[src/rtl/fft16_ctrl.sv]
// Sequencing controller for the in-place radix-2 DIT FFT butterfly datapath.
// Walks every stage issuing one butterfly per cycle, with drain gaps and a delayed write-back pipe.
module fft16_ctrl #(
   parameter int unsigned LOG2_PTS = 4,
   parameter int unsigned PIPE     = 2
) (
   input  logic                  i_clk,
   input  logic                  i_rst,
   input  logic                  i_start,
   input  logic                  i_inverse,
   output logic                  o_busy,
   output logic                  o_done,
   output logic                  o_rd_en,
   output logic [LOG2_PTS-1:0]   o_rd_addr0,
   output logic [LOG2_PTS-1:0]   o_rd_addr1,
   output logic [LOG2_PTS-2:0]   o_tw_addr,
   output logic                  o_tw_conj,
   output logic                  o_wr_en,
   output logic [LOG2_PTS-1:0]   o_wr_addr0,
   output logic [LOG2_PTS-1:0]   o_wr_addr1,
   output logic [3:0]            o_stage
);

   localparam int unsigned NB     = 1 << (LOG2_PTS - 1);
   localparam int unsigned BW     = LOG2_PTS - 1;
   localparam int unsigned CW     = (PIPE > 1) ? $clog2(PIPE) : 1;
   localparam int unsigned PW     = 1 + 2 * LOG2_PTS;
   localparam logic [3:0]  LAST_S = 4'(LOG2_PTS - 1);

   typedef enum logic [2:0] {S_IDLE, S_ISSUE, S_GAP, S_DRAIN, S_DONE} state_t;

   state_t              state_q, state_d;
   logic [BW-1:0]       b_q, b_d;
   logic [3:0]          s_q, s_d;
   logic [CW-1:0]       cnt_q, cnt_d;
   logic                conj_q, conj_d;
   logic                busy_q, busy_d;
   logic                done_q, done_d;
   logic                rd_en_q, rd_en_d;
   logic [LOG2_PTS-1:0] a0_q, a0_d, a1_q, a1_d;
   logic [BW-1:0]       tw_q, tw_d;
   logic [3:0]          stage_q, stage_d;
   logic [PW-1:0]       pipe_q [PIPE];
   logic [PW-1:0]       pipe_d [PIPE];
   logic [LOG2_PTS-1:0] bx, span;

   // Stage/butterfly sequencing
   always_comb begin
      state_d = state_q;
      b_d     = b_q;
      s_d     = s_q;
      cnt_d   = cnt_q;
      conj_d  = conj_q;
      case (state_q)
         S_IDLE: begin
            if (i_start) begin
               state_d = S_ISSUE;
               b_d     = '0;
               s_d     = '0;
               conj_d  = i_inverse;
            end
         end
         S_ISSUE: begin
            if (b_q == BW'(NB - 1)) begin
               cnt_d   = '0;
               state_d = (s_q == LAST_S) ? S_DRAIN : S_GAP;
            end else begin
               b_d = b_q + BW'(1);
            end
         end
         S_GAP: begin
            if (cnt_q == CW'(PIPE - 1)) begin
               state_d = S_ISSUE;
               s_d     = s_q + 4'd1;
               b_d     = '0;
            end else begin
               cnt_d = cnt_q + CW'(1);
            end
         end
         S_DRAIN: begin
            if (cnt_q == CW'(PIPE - 1)) begin
               state_d = S_DONE;
            end else begin
               cnt_d = cnt_q + CW'(1);
            end
         end
         S_DONE:  state_d = S_IDLE;
         default: state_d = S_IDLE;
      endcase
   end

   // Registered outputs are computed from the next state so they line up with the issuing cycle
   always_comb begin
      rd_en_d = (state_d == S_ISSUE);
      busy_d  = (state_d inside {S_ISSUE, S_GAP, S_DRAIN});
      done_d  = (state_d == S_DONE);
      bx      = LOG2_PTS'(b_d);
      span    = LOG2_PTS'(1) << s_d;
      a0_d    = a0_q;
      a1_d    = a1_q;
      tw_d    = tw_q;
      stage_d = stage_q;
      if (rd_en_d) begin
         a0_d    = ((bx >> s_d) << (s_d + 4'd1)) | (bx & (span - LOG2_PTS'(1)));
         a1_d    = a0_d | span;
         tw_d    = b_d << (LAST_S - s_d);
         stage_d = s_d;
      end
      pipe_d[0] = {rd_en_q, a0_q, a1_q};
      for (int i = 1; i < int'(PIPE); i++) begin
         pipe_d[i] = pipe_q[i-1];
      end
   end

   always_ff @(posedge i_clk or posedge i_rst) begin
      if (i_rst) begin
         state_q <= S_IDLE;
         b_q     <= '0;
         s_q     <= '0;
         cnt_q   <= '0;
         conj_q  <= 1'b0;
         busy_q  <= 1'b0;
         done_q  <= 1'b0;
         rd_en_q <= 1'b0;
         a0_q    <= '0;
         a1_q    <= '0;
         tw_q    <= '0;
         stage_q <= '0;
         for (int i = 0; i < int'(PIPE); i++) begin
            pipe_q[i] <= '0;
         end
      end else begin
         state_q <= state_d;
         b_q     <= b_d;
         s_q     <= s_d;
         cnt_q   <= cnt_d;
         conj_q  <= conj_d;
         busy_q  <= busy_d;
         done_q  <= done_d;
         rd_en_q <= rd_en_d;
         a0_q    <= a0_d;
         a1_q    <= a1_d;
         tw_q    <= tw_d;
         stage_q <= stage_d;
         for (int i = 0; i < int'(PIPE); i++) begin
            pipe_q[i] <= pipe_d[i];
         end
      end
   end

   assign o_busy     = busy_q;
   assign o_done     = done_q;
   assign o_rd_en    = rd_en_q;
   assign o_rd_addr0 = a0_q;
   assign o_rd_addr1 = a1_q;
   assign o_tw_addr  = tw_q;
   assign o_tw_conj  = conj_q;
   assign o_stage    = stage_q;
   assign {o_wr_en, o_wr_addr0, o_wr_addr1} = pipe_q[PIPE-1];

endmodule

[config.mk]
export PLATFORM = sky130hd
export DESIGN_NAME = fft16_ctrl
export DESIGN_NICKNAME = d
export VERILOG_FILES = /design/src/rtl/fft16_ctrl.sv
export SDC_FILE = /design/constraint.sdc
export NUM_CORES = 1
export LEC_CHECK = 0
export BUFFER_PORTS_ARGS = -buffer_cell sky130_fd_sc_hd__buf_2
export CAP_MARGIN = 20
export CORE_MARGIN = 3
export CORE_UTILIZATION = 50
export DETAILED_ROUTE_END_ITERATION = 10
export PLACE_DENSITY = 0.71
export SLEW_MARGIN = 20
export SYNTH_ARGS = -nofsm -noshare
export SYNTH_HDL_FRONTEND = slang
export SYNTH_SLANG_ARGS = --single-unit
[constraint.sdc]
create_clock -name i_clk -period 3.25 [get_ports i_clk]
set_input_delay 0.325 -clock i_clk [delete_from_list [all_inputs] [get_ports i_clk]]
set_output_delay 0.325 -clock i_clk [all_outputs]
set_load 0.02 [all_outputs]
# After elaboration in Yosys (flattened, before gate mapping)
# Cells that the tools add are included.
# classes
add_sub_neg,6
n_eq_ne,10
shifts,4
muxes,16
bitwise,3
reduce_logical,6
# op_table
cell,count
3-bit 2-to-1 mux,7
3-bit by 2-bit equality test with 1-bit output (second input constant),4
3-bit case mux with 4 select lines,1
3-bit case mux with 3 select lines,1
4-bit by 1-bit adder with 4-bit output (second input constant),2
4-bit 2-to-1 mux,2
4-bit bitwise OR,2
4-bit case mux with 2 select lines,1
3-bit by 1-bit equality test with 1-bit output (second input constant),2
3-bit equality test (second input constant),2
3-bit by 4-bit bitwise AND with 4-bit output,1
4-bit by 2-bit equality test with 1-bit output (second input constant),1
2-bit AND reduction,2
1-bit by 4-bit << shifter with 4-bit output (first input constant),1
3-bit by 4-bit << shifter with 3-bit output,1
4-bit by 4-bit << shifter with 4-bit output,1
3-bit by 4-bit >> shifter with 4-bit output,1
2-bit by 4-bit subtractor with 4-bit output (first input constant),1
4-bit by 1-bit subtractor with 4-bit output (second input constant),1
3-bit by 1-bit adder with 3-bit output (second input constant),1
3-bit logical NOT,1
1-bit 2-to-1 mux,3
3-bit nonzero test,1
2-bit inequality test (second input constant),1
4 further kinds,4
# totals
register_bits,48
in_bits,4
out_inout_bits,28
word_cells,59

# Depth between registers and ports, before layout
# Gate-level depths: netlist (run 1).
# depth
word_depth,8
depth_mapped,14
ltp_nobuf,12

# Worst setup path before layout (run 1)
# No wires, ideal clock.
# synth_timing
kind,register to register
from,register s_q[0]
to,"register a0_q[2], in the netlist o_rd_addr0[2]"
setup_time_ns,0.126
arrival_time_ns,2.631
required_ns,3.124
setup_slack_ns,0.493
stages_incl_launch_ff,12
n_path_buf,0
synth_period_minus_slack_ns,2.757
path_cell_list,dfrtp_1 > ha_1 > and4bb_1 > o21a_1 > a21oi_2 > inv_2 > ha_1 > and2_1 > a32o_1 > a211oi_2 > o31ai_1 > o32a_1
# synth_between
elab_chain_len,7
word_cells_on_any_way,16
cone_classes,add/sub (3); eq/ne (2); shift (3); mux (6); bitwise (2)
# synth_rtl
element,line_no,source
"start, declared",34,"logic [3:0] s_q, s_d;"
"start signal, assigned",119,s_q <= '0;
"start signal, assigned",135,s_q <= s_d;
4-bit by 1-bit adder with 4-bit output *,74,s_d = s_q + 4'd1;
4-bit 2-to-1 mux *,72,if (cnt_q == CW'(PIPE - 1)) begin
4-bit case mux with 2 select lines *,54,case (state_q)
via s_d[1],34,
"parallel branches: the longest is 3 deep, another holds 4-bit by 1-bit adder with 4-bit output",-,
4-bit bitwise OR *,104,a0_d = ((bx >> s_d) << (s_d + 4'd1)) | (bx & (span - LOG2_PTS'(1)));
"end signal, assigned",125,a0_q <= '0;
"end signal, assigned",141,a0_q <= a0_d;
"end, declared",40,"logic [LOG2_PTS-1:0] a0_q, a0_d, a1_q, a1_d;"
# Mark *: on every way through the listed nets, which the timed path passes.
# A chain may end at the register's enable or synchronous reset.

# Worst setup path after layout (run 1)
# layout_timing
from,register state_q[2]
to,"register a0_q[2], in the netlist o_rd_addr0[2]"
# layout_between
elab_chain_len,6
word_cells_on_any_way,19
cone_classes,add/sub (2); eq/ne (4); shift (3); mux (7); bitwise (2); reduce/logical (1)
# layout_rtl
element,line_no,source
"start, declared",32,"state_t state_q, state_d;"
"start signal, assigned",133,state_q <= state_d;
3-bit by 2-bit equality test with 1-bit output or 3-bit logical NOT (tied branches),54,
4-bit case mux with 2 select lines *,54,
via s_d[0],34,
"parallel branches: the longest is 3 deep, another holds 4-bit by 1-bit adder with 4-bit output",-,
4-bit bitwise OR *,104,
# Marked as above.

==> results of run 1 <==
worst max-delay path by stage:
stage	start	end	slack [ns]
final	state_q[2]	o_rd_addr0[2]	0.20
after CTS	state_q[2]	o_rd_addr0[2]	0.21
after detailed placement	state_q[2]	o_rd_addr0[2]	0.22
after global placement	state_q[2]	o_rd_addr0[2]	0.32
after global routing	s_q[0]	o_rd_addr0[2]	0.02
after floorplan	s_q[0]	o_rd_addr0[2]	0.49
stage by stage:
| stage | total power, mW | instance area, µm² |
|---|---|---|
| finish | 2.88 | 2430 |
| global route | 3.10 | 2430 |
| CTS | 2.88 | 2420 |
| detailed placement | 2.50 | 2330 |
| global placement | 2.44 | 2330 |
| floorplan | 2.17 | 2200 |
synth_stat cells, types with 2 or more instances:
cell type / number
dfrtp_1: 48
nand2_1: 13
o21ai_0: 12
buf_4: 11
nor2_1: 9
nand3_1: 7
inv_1: 6
a21oi_1: 4
a31oi_1: 4
and2_1: 4
ha_1: 4
buf_2: 3
inv_2: 3
nand4_1: 3
a21oi_2: 2
a32o_1: 2
and2b_1: 2
and3_1: 2
and4b_1: 2
and4bb_1: 2
mux2_2: 2
mux2_4: 2
nand2b_1: 2
nor2b_1: 2
nor4_1: 2
o211ai_1: 2
o31ai_1: 2
o32a_1: 2
cell type report:
cell class	instances	area, µm²
Timing Repair Buffer	33	170
Clock inverter	2	13.8
Tap cell	50	62.6
Fill cell	346	1690
Multi-Input combinational cell	119	857
Inverter	10	37.5
Sequential cell	48	1200
Clock buffer	6	82.6
power groups by stage:
| stage | registers (mW) | logic [mW] | clock network [mW] |
|---|---|---|---|
| floorplan | 1.10 | 1.07 | 0 |
| global placement | 1.04 | 1.40 | 0 |
| detailed placement | 1.07 | 1.43 | 0 |
| CTS | 1.05 | 1.44 | 0.386 |
| global route | 1.09 | 1.60 | 0.408 |
| finish | 1.05 | 1.45 | 0.376 |
registers in the layout, indices dropped and copies added (netlist names), 3 cells and up:
name        flops
b_q             3
o_wr_addr1      4
state_q         3
s_q             4
o_stage         4
o_tw_addr       3
o_wr_addr0      4
pipe_d          9
o_rd_addr1      4
o_rd_addr0      4
per-layer routing:
layer | wire, µm | vias up | share of wire, %
met3 | 226 | 6 | 5.1
met1 | 1970 | 743 | 44
met4 | 71 | 0 | 1.6
met2 | 2190 | 51 | 49
li1 | - | 731 | -
met5 | 0 | - | 0
cells by family (layout without fill, tap and decap cells):
logic type                 after synthesis  count (layout)  share of synthesized area, %
xor gates and xnor gates                 2               2                         0.795
adders and majority gates                4               4                          2.27
muxes                                    5               5                          2.84
DFF                                     48              48                          54.5
AOI/OAI and AO/OA                       45              45                          15.4
and+or+nand+nor                         63              63                          17.6
buffers and inverters                   26              51                          6.64
repair_timing:
action / in CTS / in global routing
endpoints found under the hold margin: 0 / 0
resized for setup: 0 / 2
buffers inserted: 0 / 0
setup endpoints to repair: 0 / 2
critical path: cells and delay by family (launching register included):
kind / cells / cell delay (ns)
adder cells (fa/ha/maj): 1 / 0.26
flip-flops: 1 / 0.50
buffers and inverters: 1 / 0.15
AO/OA/AOI/OAI: 5 / 1.19
AND/OR/NAND/NOR: 3 / 0.82
==> Flow_metrics.wiki, run 1 <==
{| class="wikitable"
! Metric !! Value
|-
| Status || finished clean
|-
| Path depth of the worst reg2reg path || 10
|-
| Fraction of power consumed by combinational cells || 50.4%
|-
| Port Buffers || 31
|-
| Post-Place Worst Slack || 0.223 ns
|-
| Overall fraction of global-route tracks in use || 18.9%
|-
| Pin count of the biggest net entering global routing || 49
|-
| Cell type contributing the most total cell area after synthesis || dfrtp_1
|-
| Startpoint type of the worst setup path || flop
|-
| FFs w/ async S/R, synth || 100%
|-
| Total number of vias || 1,531
|-
| Number of H-tree levels || 2
|-
| Antenna violations before repair || 0
|-
| Largest cells by area after synthesis || dfrtp_1 (54%), buf_4 (3.7%), o21ai_0 (2.7%)
|-
| Core region area || 0.00412 mm²
|-
| DR pass1 iterations || 4
|-
| Critical setup path kind || flop to flop
|-
| Max incr delay on CP || 0.50 ns
|-
| Maximum VDD drop || 0.640 mV
|-
| Clock Tree Root || clkbuf_8
|-
| Slew margin rel. || 35.7%
|-
| Cell Count Post-Placement || 260
|-
| Placement row count || 23
|-
| Worst path slowest cell || dfrtp_2
|-
| Clock slew at reported path FFs || 0.09 ns
|-
| Clock Sinks || 48
|-
| Avg Inst Size Synth || 11.4 µm²
|-
| Num CTS Buffers || 5
|-
| Launching point of the worst reg2reg path || state_q[2]
|-
| Clock tree from TritonCTS || done
|-
| Highest-count cells in the layout ignoring fill and taps || dfrtp_1 (46), buf_2 (31), nand2_1 (13)
|-
| Post-route clock period utilization || 93.7%
|-
| Layout area overhead || 10.1%
|-
| Yosys reg bits || 48
|-
| Net switching component of the power || 1.30 mW
|-
| Final Util || 59.0%
|-
| Portion of the post-synthesis area used by sequential elements || 54.5%
|-
| Pins over their slew limit || 0
|-
| CP most frequent cell || and2_1
|-
| Final setup violating endpoints || 0
|-
| Static Leak || 1.15 nW
|-
| Number of enable flip-flop cells after synthesis || 0
|-
| Vias in the first global route || 1,521
|-
| Netlist area before placement || 0.00220 mm²
|-
| Crit Path Max Fanout || 12
|-
| Antenna Nets Post-Route || 0
|-
| Number of nets in the layout || 225
|-
| Final critical-path setup slack || 0.203 ns
|-
| First DRT Iteration DRCs || 119
|-
| Met3 Usage GRT || 4.85%
|-
| Effective utilization at floorplan || 53.6%
|-
| Met1 track utilization from global routing || 25.9%
|-
| Setup repair after global routing missed its margin || no
|-
| Fin crit period || 3.05 ns
|-
| Power density of the placed cells || 1190 mW/mm²
|-
| CTS Hold Buffers Added || 0
|-
| Routed wire per std cell || 16.6 µm
|-
| Area enclosed by the die boundary || 0.00524 mm²
|-
| End of the worst register-to-register path || o_rd_addr0[2]
|-
| Maximum Capacitance Violations || 0
|-
| Clock share of power || 13.0%
|-
| Max Fclk || 0.328 GHz
|-
| Inserted Diodes || 0
|-
| Most frequent standard cell in the layout excluding fill and tap cells || dfrtp_1
|-
| Accumulated negative setup slack || 0 ns
|-
| I/O pin count || 32
|-
| Congestion Overflow GR || 0
|-
| Required time of the worst setup path || 3.44 ns
|-
| CTS Buffer Depth || 2
|-
| Instance count of the mapped netlist || 193
|-
| Path category of the worst min-delay check || input port to asynchronous set/reset pin
|-
| Net Count, Synth || 201
|-
| Fraction of power spent switching nets || 45.1%
|-
| Chain of cells forming the critical path || or2_1 > o21ai_1 > and2_1 > inv_2 > ha_1 > and2_1 > a32o_1 > a211oi_2 > o31ai_1 > o32a_1
|-
| Reg-to-reg setup timing slack || 0.20 ns
|-
| GRT Max-Usage Layer || met2
|-
| Yosys synthesis warning count || 0
|-
| Count of placed standard cells in the final layout, fillers left out || 268
|-
| Clock latency reported for the late side of the worst-skew pair || 0.30 ns
|-
| Synth unique cells || 62
|-
| Die Height || 72.4 µm
|-
| Worst hold slack across all endpoints || 0.236 ns
|-
| Worst Setup End Kind || flop
|-
| Internal portion of total power || 1.58 mW
|-
| Die Width || 72.4 µm
|-
| Total wirelength of the detailed-routed design || 4460 µm
|-
| Yosys top cell area share || 54.5%
|-
| First-pass GRT wire length || 7610 µm
|-
| Ratio of cells with drive above 1 in the final layout || 29.8%
|-
| HPWL after detailed placement || 3170 µm
|-
| Met2 demand-to-capacity share in global routing || 28.9%
|-
| Residual DRC || 0
|-
| Portion of total power attributed to sequential cells || 36.6%
|-
| Final weighted congestion of routability-driven global placement || 0.902
|-
| Arrival time of the worst setup path || 3.23 ns
|-
| Most instantiated flip-flop cell in the synthesis netlist || dfrtp_1
|-
| Hold Violations, Final || 0
|-
| Avg Vias per Cell || 5.71
|-
| Clock skew || 0.00624 ns
|-
| Transition time at the pin with the least slew margin || 0.963 ns
|}
Note: power is estimated with default switching activity, not from simulation.
==> run 2: changes to the inputs <==
MAX_ROUTING_LAYER = met4   (was not set)
==> run 2 against run 1 <==
Against the previous run:
- hold slack worse by 0.011 ns
- via count up 4.4%
- design area up 1.5%
- combinational power up 3%
- non-clock buffer count up 1
- register-to-register slack worse by 0.08 ns
- clock skew down 0.0035 ns
==> Flow_metrics.wiki, run 2 (synthesis results as in run 1) <==
{| class="wikitable"
! Metric !! Value
|-
| Die Height || 72.4 µm (unchanged)
|-
| Number of nets in the layout || 226 (was 225)
|-
| Worst Setup End Kind || flop (unchanged)
|-
| Clock latency reported for the late side of the worst-skew pair || 0.30 ns (about the same)
|-
| Effective utilization at floorplan || 53.6% (unchanged)
|-
| Post-Place Worst Slack || 0.180 ns (was 0.223 ns)
|-
| Startpoint type of the worst setup path || flop (unchanged)
|-
| Clock slew at reported path FFs || 0.09 ns (about the same)
|-
| Most frequent standard cell in the layout excluding fill and tap cells || dfrtp_1 (unchanged)
|-
| Area of the multi-input gates || 867 µm² (was 857 µm²)
|-
| Number of inserted filler cells in the final layout || 320 (was 346)
|-
| Residual DRC || 0 (unchanged)
|-
| Register area || 0.00120 mm² (about the same)
|-
| First DRT Iteration DRCs || 104 (was 119)
|-
| DR pass1 iterations || 4 (unchanged)
|-
| Transition time at the pin with the least slew margin || 0.944 ns (was 0.963 ns)
|-
| Pins over their slew limit || 0 (unchanged)
|-
| Area enclosed by the die boundary || 0.00524 mm² (unchanged)
|-
| Crit Path Max Fanout || 5 (was 12)
|-
| Total wirelength of the detailed-routed design || 4550 µm (was 4460 µm)
|-
| Avg Vias per Cell || 5.94 (was 5.71)
|-
| Max Fclk || 0.320 GHz (was 0.328 GHz)
|-
| I/O pin count || 32 (unchanged)
|-
| HPWL after detailed placement || 3390 µm (was 3170 µm)
|-
| Congestion Overflow GR || 0 (unchanged)
|-
| Post-CTS setup-driven buffer insertion count || 0 (unchanged)
|-
| Largest register FFs || 9 (unchanged)
|-
| Die Width || 72.4 µm (unchanged)
|-
| Path category of the worst min-delay check || input port to asynchronous set/reset pin (unchanged)
|-
| Layout area overhead || 11.7% (was 10.1%)
|-
| Hold Violations, Final || 0 (unchanged)
|-
| Maximum VDD drop || 0.637 mV (was 0.640 mV)
|-
| CP most frequent cell || ha_1 (was and2_1)
|-
| Antenna Nets Post-Route || 0 (unchanged)
|-
| Final setup violating endpoints || 0 (unchanged)
|-
| Setup repair after global routing missed its margin || no (unchanged)
|-
| Status || finished clean (unchanged)
|-
| Fin crit period || 3.13 ns (was 3.05 ns)
|-
| Core region area || 0.00412 mm² (unchanged)
|-
| Slew margin rel. || 37.0% (was 35.7%)
|-
| Vias in the first global route || 1,561 (was 1,521)
|-
| Power density of the placed cells || 1200 mW/mm² (was 1190 mW/mm²)
|-
| Final weighted congestion of routability-driven global placement || 0.916 (was 0.902)
|-
| Clock Sinks || 48 (unchanged)
|-
| Placement row count || 23 (unchanged)
|-
| Num CTS Buffers || 5 (unchanged)
|-
| Port Buffers || 31 (unchanged)
|-
| Quantity of gates resized following cts || 0 (unchanged)
|-
| Pin count of the biggest net entering global routing || 49 (unchanged)
|-
| Overall fraction of global-route tracks in use || 20.0% (was 18.9%)
|-
| Post-route clock period utilization || 96.2% (was 93.7%)
|-
| Antenna violations before repair || 0 (unchanged)
|-
| First-pass GRT wire length || 7730 µm (was 7610 µm)
|-
| Clock skew || 0.00276 ns (was 0.00624 ns)
|-
| Clock Tree Root || clkbuf_8 (unchanged)
|-
| Clock tree from TritonCTS || done (unchanged)
|-
| Highest-count cells in the layout ignoring fill and taps || dfrtp_1 (47), buf_2 (31), nand2_1 (13) (was dfrtp_1 (46), buf_2 (31), nand2_1 (13))
|-
| Accumulated negative setup slack || 0 ns (unchanged)
|-
| Static Leak || 1.16 nW (was 1.15 nW)
|-
| Chain of cells forming the critical path || ha_1 > and4bb_1 > o21a_1 > a21oi_2 > inv_2 > ha_1 > and2_1 > a32o_1 > a211oi_4 > o31ai_1 > o32a_1 (was or2_1 > o21ai_1 > and2_1 > inv_2 > ha_1 > and2_1 > a32o_1 > a211oi_2 > o31ai_1 > o32a_1)
|-
| Max incr delay on CP || 0.45 ns (was 0.50 ns)
|-
| Required time of the worst setup path || 3.43 ns (was 3.44 ns)
|-
| CTS Hold Buffers Added || 0 (unchanged)
|-
| Arrival time of the worst setup path || 3.31 ns (was 3.23 ns)
|-
| Worst path slowest cell || dfrtp_1 (was dfrtp_2)
|-
| Maximum Capacitance Violations || 0 (unchanged)
|-
| Inserted Diodes || 0 (unchanged)
|-
| CTS Buffer Depth || 2 (unchanged)
|-
| Number of H-tree levels || 2 (unchanged)
|-
| Ratio of cells with drive above 1 in the final layout || 30.1% (was 29.8%)
|-
| Routed wire per std cell || 16.9 µm (was 16.6 µm)
|-
| Final critical-path setup slack || 0.124 ns (was 0.203 ns)
|-
| Total number of vias || 1,599 (was 1,531)
|-
| Critical setup path kind || flop to flop (unchanged)
|}
## run 2: cell types whose count changed in the layout (fill, tap and decap cells not counted), sizes merged
| cell | delta |
|---|---|
| clkbuf | -1 |
| bufinv | +1 |
| inv | -1 |
| buf | +1 |
| clkinv | +1 |
## run 2: area by class of cell
class	count	share of cell area (%)
Clock buffer	5	2.79
Clock inverter	3	1.93
Inverter	10	1.52
Multi-Input combinational cell	119	35.2
Sequential cell	48	48.8
Tap cell	50	2.54
Timing Repair Buffer	34	7.21
## run 2: final timing paths
kind                       cells past startpoint  slack [ns]  startpoint            end
hold reg to reg                                0        0.35   pipe_d[1]  o_wr_addr1[1]
hold / removal                                 2        0.23       i_rst     o_stage[3]
setup / recovery                              11        0.12      s_q[1]  o_rd_addr0[2]
setup reg to reg                              11        0.12      s_q[1]  o_rd_addr0[2]
min in group i_clk                             2        0.25   i_inverse      o_tw_conj
max in group asynchronous                      2        2.37       i_rst          cnt_q
## run 2: per-layer routing
layer / routed length (µm) / up-vias / track usage (%)
met5: 0 / - / -
met2: 2270 / 57 / 29.8
met4: 117 / 0 / 9.63
li1: - / 736 / -
met3: 269 / 9 / 4.99
met1: 1890 / 797 / 25.5
## run 2: per-stage QoR
stage / utilization, % / std cells / instance area (µm²) / power (mW) / hold slack [ns]
floorplan: - / 193 / 2200 / 2.17 / 0.331
global placement: 56.8 / 261 / 2340 / 2.46 / 0.332
detailed placement: 56.8 / 261 / 2340 / 2.51 / 0.335
CTS: 59.6 / 269 / 2450 / 2.95 / 0.236
global route: 59.9 / 269 / 2460 / 3.18 / 0.249
finish: 59.9 / 269 / 2460 / 2.96 / 0.225
## run 2: report_power, final
part | switching [mW] | internal (mW)
clock | 0.202 | 0.232
sequential | 0.183 | 0.857
combinational | 0.926 | 0.564
## run 2: worst max-delay path, delay by kind of cell (launching register included)
kind            cells  cell delay [ns]
flops               1             0.45
compound gates      6             1.54
fa+ha+maj           2             0.53
simple gates        2             0.39
buf+inv             1             0.10
==> run 3: changes to the inputs <==
CORE_UTILIZATION = 56   (was 50)
PLACE_DENSITY = 0.78   (was 0.71)
==> run 3 against run 2 <==
Against the previous run:
- combinational power hardly changed
- highest routed layer unchanged
- largest power group unchanged
- critical endpoint unchanged
- count of clock-buffer cells in the layout is the same
- global-route usage rose by 0.49 points
- core utilization rose by 6.2 points
- total power rose by 0.11%
- flip-flop and latch count is the same
- register-to-register slack better by 0.03 ns
==> Flow_metrics.wiki, run 3 (synthesis results as in run 1) <==
{| class="wikitable"
! Metric !! Value
|-
| Status || finished clean (unchanged)
|-
| Internal portion of total power || 1.66 mW (was 1.65 mW)
|-
| Hold Violations, Final || 0 (unchanged)
|-
| Antenna Nets Post-Route || 0 (unchanged)
|-
| Post-CTS setup-driven buffer insertion count || 0 (unchanged)
|-
| Path category of the worst min-delay check || input port to asynchronous set/reset pin (unchanged)
|-
| Routed wire per std cell || 16.2 µm (was 16.9 µm)
|-
| Clock latency reported for the late side of the worst-skew pair || 0.30 ns (about the same)
|-
| Effective utilization at floorplan || 59.3% (was 53.6%)
|-
| Number of H-tree levels || 2 (unchanged)
|-
| Final weighted congestion of routability-driven global placement || 0.945 (was 0.916)
|-
| Portion of total power attributed to sequential cells || 35.1% (about the same)
|-
| CTS Buffer Depth || 2 (unchanged)
|-
| CTS Hold Buffers Added || 0 (unchanged)
|-
| I/O pin count || 32 (unchanged)
|-
| Vias in the first global route || 1,418 (was 1,561)
|-
| End of the worst register-to-register path || o_rd_addr0[2] (unchanged)
|-
| First DRT Iteration DRCs || 122 (was 104)
|-
| Num CTS Buffers || 5 (unchanged)
|-
| Area enclosed by the die boundary || 0.00473 mm² (was 0.00524 mm²)
|-
| Pins over their slew limit || 0 (unchanged)
|-
| Fraction of power consumed by combinational cells || 50.3% (about the same)
|-
| Core region area || 0.00372 mm² (was 0.00412 mm²)
|-
| Required time of the worst setup path || 3.44 ns (was 3.43 ns)
|-
| Arrival time of the worst setup path || 3.29 ns (was 3.31 ns)
|-
| Layout area overhead || 11.4% (was 11.7%)
|-
| Final Util || 66.1% (was 59.9%)
|-
| Cell Count Post-Placement || 260 (was 261)
|-
| Crit Path Max Fanout || 12 (was 5)
|-
| Fin crit period || 3.10 ns (was 3.13 ns)
|-
| Maximum VDD drop || 0.775 mV (was 0.637 mV)
|-
| Placement row count || 22 (was 23)
|-
| Static Leak || 1.16 nW (about the same)
|-
| Total wirelength of the detailed-routed design || 4330 µm (was 4550 µm)
|-
| Number of nets in the layout || 227 (was 226)
|-
| Critical path launch point || state_q[0] (was s_q[1])
|-
| Post-Place Worst Slack || 0.212 ns (was 0.180 ns)
|-
| Residual DRC || 0 (unchanged)
|-
| Net switching component of the power || 1.31 mW (about the same)
|-
| Ratio of cells with drive above 1 in the final layout || 29.5% (was 30.1%)
|-
| Clock skew || 0.0108 ns (was 0.00276 ns)
|-
| Transition time at the pin with the least slew margin || 0.924 ns (was 0.944 ns)
|-
| Worst hold slack across all endpoints || 0.222 ns (was 0.225 ns)
|-
| Max Fclk || 0.322 GHz (was 0.320 GHz)
|-
| Clock share of power || 14.6% (about the same)
|-
| Worst Setup End Kind || flop (unchanged)
|-
| Pin count of the biggest net entering global routing || 49 (unchanged)
|-
| Highest-count cells in the layout ignoring fill and taps || dfrtp_1 (48), buf_2 (31), nand2_1 (13) (was dfrtp_1 (47), buf_2 (31), nand2_1 (13))
|-
| Most frequent standard cell in the layout excluding fill and tap cells || dfrtp_1 (unchanged)
|-
| Total number of vias || 1,576 (was 1,599)
|-
| Critical setup path kind || flop to flop (unchanged)
|-
| Final critical-path setup slack || 0.149 ns (was 0.124 ns)
|-
| Path depth of the worst reg2reg path || 10 (was 11)
|-
| Port Buffers || 31 (unchanged)
|-
| Clock tree from TritonCTS || done (unchanged)
|-
| Congestion Overflow GR || 0 (unchanged)
|-
| Inserted Diodes || 0 (unchanged)
|-
| Die Width || 68.7 µm (was 72.4 µm)
|-
| Count of placed standard cells in the final layout, fillers left out || 268 (was 269)
|-
| Quantity of gates resized following cts || 0 (unchanged)
|-
| Clock Sinks || 48 (unchanged)
|-
| Maximum Capacitance Violations || 0 (unchanged)
|-
| HPWL after detailed placement || 3240 µm (was 3390 µm)
|-
| Power density of the placed cells || 1210 mW/mm² (was 1200 mW/mm²)
|-
| Fraction of power spent switching nets || 44.0% (was 44.2%)
|-
| Final setup violating endpoints || 0 (unchanged)
|-
| Antenna violations before repair || 0 (unchanged)
|-
| Launching point of the worst reg2reg path || state_q[0] (was s_q[1])
|-
| DR pass1 iterations || 4 (unchanged)
|-
| Clock Tree Root || clkbuf_8 (unchanged)
|-
| Startpoint type of the worst setup path || flop (unchanged)
|-
| Number of inserted filler cells in the final layout || 308 (was 320)
|-
| Post-route clock period utilization || 95.4% (was 96.2%)
|-
| First-pass GRT wire length || 6830 µm (was 7730 µm)
|-
| Avg Vias per Cell || 5.88 (was 5.94)
|-
| Overall fraction of global-route tracks in use || 20.5% (was 20.0%)
|-
| Setup repair after global routing missed its margin || no (unchanged)
|-
| Clock slew at reported path FFs || 0.09 ns (about the same)
|-
| Reg-to-reg setup timing slack || 0.15 ns (was 0.12 ns)
|-
| Accumulated negative setup slack || 0 ns (unchanged)
|-
| Slew margin rel. || 38.3% (was 37.0%)
|-
| Largest register FFs || 9 (unchanged)
|-
| Die Height || 68.7 µm (was 72.4 µm)
|}
-- run 3: per-stage QoR --
step                instance area (µm²)  power, mW
global placement                   2340       2.52
global route                       2460       3.17
detailed placement                 2340       2.54
floorplan                          2200       2.17
CTS                                2460       2.97
finish                             2460       2.97
-- run 3: worst max-delay path, cell delays in order, from the launching register on --
cell and delay, ns:
dfrtp_1 0.51, or2_1 0.37, o21ai_1 0.16, and2_1 0.29
inv_2 0.15, ha_1 0.27, and2_1 0.18, a32o_1 0.21
a211oi_2 0.33, o31ai_1 0.17, o32a_1 0.35
-- run 3: power groups by stage --
stage	sequential [mW]	combinational (mW)	clock (mW)
after global routing	1.07	1.63	0.464
after global placement	1.03	1.49	0
after CTS	1.04	1.49	0.436
after detailed placement	1.05	1.49	0
final	1.04	1.49	0.432
after floorplan	1.10	1.07	0
-- run 3: layer usage --
| layer | vias up | wire (µm) | global-route usage, % |
|---|---|---|---|
| li1 | 731 | - | - |
| met5 | - | 0 | - |
| met1 | 787 | 2000 | 26.6 |
| met4 | 0 | 44 | 5.11 |
| met2 | 51 | 2050 | 33.3 |
| met3 | 7 | 231 | 3.89 |
-- run 3: how the worst max path moves through the flow --
stage                     to  slack (ns)
6_report       o_rd_addr0[2]        0.15
5_1_grt        o_rd_addr0[2]      0.0002
3_3_place_gp   o_rd_addr0[2]        0.33
4_1_cts        o_rd_addr0[2]        0.19
3_5_place_dp   o_rd_addr0[2]        0.21
2_1_floorplan  o_rd_addr0[2]        0.49
-- run 3: area by class of cell --
cell class                 instances  area, µm²  share of cell area, %
tap                               48       60.1                   2.45
sequential                        48       1200                   48.9
inverter                          10       37.5                   1.53
clock inverter                     3       46.3                   1.88
timing repair buffer              35        185                   7.54
clock buffer                       5       68.8                   2.80
multi-input combinational        119        857                   34.9
